==> config.mk <==
export PLATFORM = sky130hd
export DESIGN_NAME = mem_port_arbiter
export DESIGN_NICKNAME = d
export VERILOG_FILES = /design/src/rtl/mem_arb_pkg.sv /design/src/rtl/mem_port_arbiter_pick.sv /design/src/rtl/mem_port_arbiter.sv
export SDC_FILE = /design/constraint.sdc
export NUM_CORES = 1
export LEC_CHECK = 0
export BUFFER_PORTS_ARGS = -buffer_cell sky130_fd_sc_hd__buf_2
export CORE_AREA = 2 2 104 106
export DETAILED_ROUTE_END_ITERATION = 6
export DIE_AREA = 0 0 106 108
export PLACE_DENSITY_LB_ADDON = 0.15
export SLEW_MARGIN = 20
export SYNTH_ARGS = -nofsm -noshare
export SYNTH_HDL_FRONTEND = slang
export SYNTH_SLANG_ARGS = --single-unit
==> constraint.sdc <==
create_clock -name clk -period 2.5 [get_ports clk]
set_clock_uncertainty 0.1 [all_clocks]
set_input_delay 0.375 -clock clk [delete_from_list [all_inputs] [get_ports clk]]
set_output_delay 0.375 -clock clk [all_outputs]
set_load 0.01 [all_outputs]
==> src/rtl/mem_arb_pkg.sv <==
// Shared encodings and latency helpers for the memory port arbiter.
// Used by mem_port_arbiter and arb_pick (optional macro: ARB_ROUND_ROBIN_EN).
package mem_arb_pkg;

    typedef enum logic [1:0] {
        ST_IDLE  = 2'b00,
        ST_ISSUE = 2'b01,
        ST_WAIT  = 2'b10,
        ST_DONE  = 2'b11
    } arb_state_e;

    typedef enum logic [1:0] {
        OWN_NONE = 2'b00,
        OWN_CPU  = 2'b01,
        OWN_VGA  = 2'b10
    } owner_e;

    localparam int unsigned MEM_LAT_MIN = 1;
    localparam int unsigned MEM_LAT_MAX = 15;
    localparam int unsigned CNT_W       = 4;

    // Out-of-range latencies saturate to the longest wait the counter can hold.
    function automatic logic [CNT_W-1:0] lat_load(input int unsigned lat);
        if (lat < MEM_LAT_MIN || lat > MEM_LAT_MAX) begin
            return '1;
        end
        return CNT_W'(lat - 1);
    endfunction

endpackage

==> src/rtl/mem_port_arbiter_pick.sv <==
// Combinational winner selection between CPU and VGA requests.
// ARB_ROUND_ROBIN_EN: alternate on contention using the last-grant input.
module arb_pick
    import mem_arb_pkg::*;
(
    input  logic   cpu_req_i,
    input  logic   vga_req_i,
`ifdef ARB_ROUND_ROBIN_EN
    input  logic   last_vga_i,
`endif
    output owner_e grant_o
);

    always_comb begin
        grant_o = OWN_NONE;
        if (cpu_req_i && vga_req_i) begin
`ifdef ARB_ROUND_ROBIN_EN
            grant_o = last_vga_i ? OWN_CPU : OWN_VGA;
`else
            grant_o = OWN_VGA;
`endif
        end else if (vga_req_i) begin
            grant_o = OWN_VGA;
        end else if (cpu_req_i) begin
            grant_o = OWN_CPU;
        end
    end

endmodule

==> src/rtl/mem_port_arbiter.sv <==
// Single-port RAM arbiter between the CPU bus and the VGA fetch unit.
// ARB_ROUND_ROBIN_EN selects round-robin arbitration instead of VGA priority.
module mem_port_arbiter
    import mem_arb_pkg::*;
#(
    parameter int unsigned ADDR_W  = 32,
    parameter int unsigned DATA_W  = 32,
    parameter int unsigned MEM_LAT = 2
) (
    input  logic              clk,
    input  logic              reset,
    input  logic              cpu_req,
    input  logic              cpu_we,
    input  logic [ADDR_W-1:0] cpu_addr,
    input  logic [DATA_W-1:0] cpu_wdata,
    output logic [DATA_W-1:0] cpu_rdata,
    output logic              cpu_ready,
    input  logic              vga_req,
    input  logic [ADDR_W-1:0] vga_addr,
    output logic [DATA_W-1:0] vga_rdata,
    output logic              vga_ready,
    output logic              mem_en,
    output logic              mem_we,
    output logic [ADDR_W-1:0] mem_addr,
    output logic [DATA_W-1:0] mem_wdata,
    input  logic [DATA_W-1:0] mem_rdata,
    output logic [1:0]        owner,
    output logic [1:0]        state_out
);

    localparam logic [CNT_W-1:0] LAT_LOAD = lat_load(MEM_LAT);

    arb_state_e        state_q, state_d;
    owner_e            owner_q, owner_d;
    owner_e            grant;
    logic [CNT_W-1:0]  cnt_q, cnt_d;
    logic [DATA_W-1:0] cpu_rdata_q, cpu_rdata_d;
    logic [DATA_W-1:0] vga_rdata_q, vga_rdata_d;
    logic              owner_is_cpu;

`ifdef ARB_ROUND_ROBIN_EN
    logic last_vga_q, last_vga_d;
`endif

    arb_pick u_pick (
        .cpu_req_i  (cpu_req),
        .vga_req_i  (vga_req),
`ifdef ARB_ROUND_ROBIN_EN
        .last_vga_i (last_vga_q),
`endif
        .grant_o    (grant)
    );

    assign owner_is_cpu = (owner_q == OWN_CPU);

    always_ff @(posedge clk or posedge reset) begin
        if (reset) begin
            state_q     <= ST_IDLE;
            owner_q     <= OWN_NONE;
            cnt_q       <= '0;
            cpu_rdata_q <= '0;
            vga_rdata_q <= '0;
        end else begin
            state_q     <= state_d;
            owner_q     <= owner_d;
            cnt_q       <= cnt_d;
            cpu_rdata_q <= cpu_rdata_d;
            vga_rdata_q <= vga_rdata_d;
        end
    end

`ifdef ARB_ROUND_ROBIN_EN
    // Reset value "CPU last" makes the first contended grant go to VGA.
    always_ff @(posedge clk or posedge reset) begin
        if (reset) begin
            last_vga_q <= 1'b0;
        end else begin
            last_vga_q <= last_vga_d;
        end
    end
`endif

    always_comb begin
        state_d     = state_q;
        owner_d     = owner_q;
        cnt_d       = cnt_q;
        cpu_rdata_d = cpu_rdata_q;
        vga_rdata_d = vga_rdata_q;
`ifdef ARB_ROUND_ROBIN_EN
        last_vga_d  = last_vga_q;
`endif
        unique case (state_q)
            ST_IDLE: begin
                if (grant != OWN_NONE) begin
                    owner_d = grant;
                    state_d = ST_ISSUE;
`ifdef ARB_ROUND_ROBIN_EN
                    last_vga_d = (grant == OWN_VGA);
`endif
                end
            end
            ST_ISSUE: begin
                if (owner_is_cpu && cpu_we) begin
                    state_d = ST_DONE;
                end else begin
                    state_d = ST_WAIT;
                    cnt_d   = LAT_LOAD;
                end
            end
            ST_WAIT: begin
                if (cnt_q == '0) begin
                    if (owner_is_cpu) begin
                        cpu_rdata_d = mem_rdata;
                    end else begin
                        vga_rdata_d = mem_rdata;
                    end
                    state_d = ST_DONE;
                end else begin
                    cnt_d = cnt_q - 1'b1;
                end
            end
            ST_DONE: begin
                owner_d = OWN_NONE;
                state_d = ST_IDLE;
            end
            default: begin
                owner_d = OWN_NONE;
                state_d = ST_IDLE;
            end
        endcase
    end

    always_comb begin
        mem_en    = 1'b0;
        mem_we    = 1'b0;
        cpu_ready = 1'b0;
        vga_ready = 1'b0;
        mem_addr  = owner_is_cpu ? cpu_addr : vga_addr;
        mem_wdata = owner_is_cpu ? cpu_wdata : '0;
        unique case (state_q)
            ST_ISSUE: begin
                mem_en = 1'b1;
                mem_we = owner_is_cpu && cpu_we;
            end
            ST_DONE: begin
                cpu_ready = (owner_q == OWN_CPU);
                vga_ready = (owner_q == OWN_VGA);
            end
            default: begin
            end
        endcase
    end

    assign cpu_rdata = cpu_rdata_q;
    assign vga_rdata = vga_rdata_q;
    assign owner     = owner_q;
    assign state_out = state_q;

endmodule
==> impl_metrics.py <==
metrics = {
    "cts": {
        "ctsHoldBuffers": 0,
        "htree_levels": 3,
        "clkTransAtPathRegs_ns": 0.08,
        "cts_buffer_depth": 2,
        "postCtsSetupBuffers": 0,
        "clk_latency_ns": 0.33,
        "cts_resized": 0,
        "cts_sinks": 72,
        "cts_buffers": 9,
        "root_buffer": "clkbuf_8",
        "cts_tree": "built",
    },
    "yosys": {
        "synth_mux_area_frac": 0.315,
        "syn-num-nets": 400,
        "netlist_top_cells_area": "dfrtp_1 (51%), mux2_2 (29%), and2_1 (5.8%)",
        "ys_types": 36,
        "syn_area_um2": 3560,
        "synth_cells": 261,
        "yosysTopAreaCell": "dfrtp_1",
        "synthXorXnorAreaFrac": 0,
        "synth_adder_area_share": 0.0211,
        "synth-compound-area-share": 0.0267,
        "synthSimpleGateAreaFrac": 0.0907,
        "synth_seq_cells": 72,
        "synth_top_family_by_area": "multiplexers",
        "syn_area_per_cell_um2": 13.6,
        "synth_top_area_share": 0.506,
        "synth_seq_area_share": 0.506,
        "yosys_warnings": 0,
    },
    "floorplan": {
        "die_area_um2": 11400,
        "start_util": 0.348,
        "die_h_um": 108,
        "io_pins": 269,
        "die_x_um": 106,
        "core_area_um2": 10200,
        "rows": 37,
    },
    "power": {
        "netSwitchingFraction": 0.362,
        "power_frac_seq": 0.354,
        "p_leak_nw": 2.79,
        "power_density_nw_per_um2": 1110,
        "internal_power_mw": 3.74,
        "p_switching_mw": 2.12,
        "ir_drop_mv": 0.668,
        "power_frac_clock": 0.160,
        "combPwrFrac": 0.487,
    },
    "global_routing": {
        "grt_overflow": 0,
        "grt_pass1_vias": 3043,
        "grt_start_max_net_pins": 68,
        "antenna_found_initial": 2,
        "groute.usage.overall": 0.186,
        "grt_pass1_wl_um": 16300,
    },
    "cells_and_area": {
        "fin_nets": 670,
        "final_cells": 673,
        "final_core_util": 0.514,
        "final_layout_size_suffix_gt1_frac": 0.726,
        "layout_common_cells": "buf_2 (268), mux2_2 (92), dfrtp_1 (72)",
        "layout_commonest_cell": "buf_2",
        "area_growth_pct": 47.6,
    },
    "setup_path": {
        "reg2reg_depth": 6,
        "crit_arrival_ns": 1.75,
        "r2r_end": "cpu_rdata[29]",
        "r2r_start": "state_out[0]",
        "critPathLaunchType": "flip-flop",
        "critPathRequiredTime_ns": 2.03,
        "worstSetupPathType": "reg2out",
        "reg2reg_slack_ns": 0.46,
        "crit_fanout": 67,
        "cp-end-kind": "output port",
    },
    "detailed_routing": {
        "drc": 0,
        "dr.pass1.iters": 4,
        "ant_nets": 0,
        "vias_per_cell": 4.56,
        "wl_per_cell_um": 16.4,
        "vias": 3067,
        "drt-total-wl_um": 11000,
        "drt_iter0_drc": 141,
    },
    "placement": {
        "pre_cts_slack_ns": 0.449,
        "placedCellCount": 656,
        "gp_congestion": 0.794,
        "io_buffers": 268,
        "hpwlAfterDp_um": 8810,
    },
    "sta": {
        "max_freq_mhz": 449,
        "slew_headroom": 0.565,
        "finalCriticalPeriod_ns": 2.23,
        "grt_setup_unrepaired": "no",
        "setup_viol": 0,
        "fin_ws_ns": 0.273,
        "finalHoldViolCount": 0,
        "fin_setup_tns_ns": 0,
        "fin_crit_sh": 0.891,
        "slew_violations": 0,
        "tightestPinTransition_ns": 0.651,
    },
    "job": {
        "cap_violations": 0,
    },
    "worst_hold_path": {
        "min_path_type": "in2async",
    },
    "outcome": {
        "status": "finished clean",
    },
}
critical path, stage by stage, from the launching register on:
cell     delay, ns
dfrtp_1       0.45
nor2b_4       0.15
buf_12        0.26
mux2_2        0.39
buf_2         0.15
synthesized netlist by cell type, drive strengths merged:
| master | count |
|---|---|
| mux2 | 97 |
| dfrtp | 72 |
| and2 | 33 |
| buf | 11 |
| inv | 10 |
| ha | 6 |
| clkbuf | 3 |
| a22o | 2 |
| a31oi | 2 |
| nor2b | 2 |
| nor3b | 2 |
| a211oi | 1 |
| a21oi | 1 |
| a2bb2oi | 1 |
| a31o | 1 |
| a32o | 1 |
| a41o | 1 |
| and3 | 1 |
| and3b | 1 |
| and4 | 1 |
| and4bb | 1 |
| mux2i | 1 |
| nand2 | 1 |
| nand2b | 1 |
| nand3b | 1 |
| nand4b | 1 |
| nor2 | 1 |
| nor4 | 1 |
| o21bai | 1 |
| o31ai | 1 |
| or2b | 1 |
| or3b | 1 |
final cells by class:
type | instances | area, µm²
timing repair buffer | 273 | 1420
clock inverter | 5 | 63.8
fill | 954 | 4970
sequential | 72 | 1800
antenna | 1 | 2.50
inverter | 10 | 37.5
tap | 136 | 170
clock buffer | 11 | 141
multi-input combinational | 165 | 1620
logic make-up (layout without fill, tap and decap cells):
kind of cell,after synthesis,count (layout)
buffers and inverters,24,299
adders and majority gates,6,6
muxes,98,98
other,0,1
and+or+nand+nor,49,49
DFF,72,72
AOI/OAI and AO/OA,12,12
metrics by stage:
step | power (mW) | instance area [µm²] | hold slack [ns]
CTS | 5.95 | 5260 | 0.0286
global route | 6.27 | 5260 | 0.0521
finish | 5.86 | 5260 | 0.0137
detailed placement | 4.99 | 5050 | 0.388
floorplan | 3.77 | 3560 | 0.412
global placement | 4.91 | 5050 | 0.384
worst max-delay path by stage:
stage                  from       endpoint  slack, ns  cells after the start
2_1_floorplan         reset       cnt_q[0]       0.20                      1
5_1_grt            owner[0]   mem_addr[28]       0.17                      4
3_5_place_dp   state_out[0]  cpu_rdata[21]       0.45                      6
3_3_place_gp   state_out[0]   cpu_rdata[9]       0.52                      6
6_report           owner[1]   mem_addr[28]       0.27                      4
4_1_cts            owner[1]   mem_addr[28]       0.25                      4
state kept, by name, summed over array words and instances, names as in the netlist:
register / count
owner: 2
cpu_rdata: 32
state_out: 2
cnt_q: 4
vga_rdata: 32
power by group through the flow:
| stage | Sequential (mW) | Combinational, mW | Clock, mW |
|---|---|---|---|
| detailed placement | 2.09 | 2.90 | 0 |
| CTS | 2.07 | 2.91 | 0.966 |
| global placement | 2.06 | 2.85 | 0 |
| floorplan | 2.33 | 1.44 | 0 |
| global route | 2.15 | 3.09 | 1.03 |
| finish | 2.07 | 2.85 | 0.935 |
routing by layer:
metal | vias to the layer above | track usage | part of all wire
li1 | 1453 | - | -
met1 | 1471 | 0.204 | 0.37
met2 | 135 | 0.341 | 0.54
met3 | 6 | 0.0693 | 0.088
met4 | 2 | 0.0489 | 0.0050
met5 | - | 0 | 0.0012
Power figures use the tool's default switching activity.
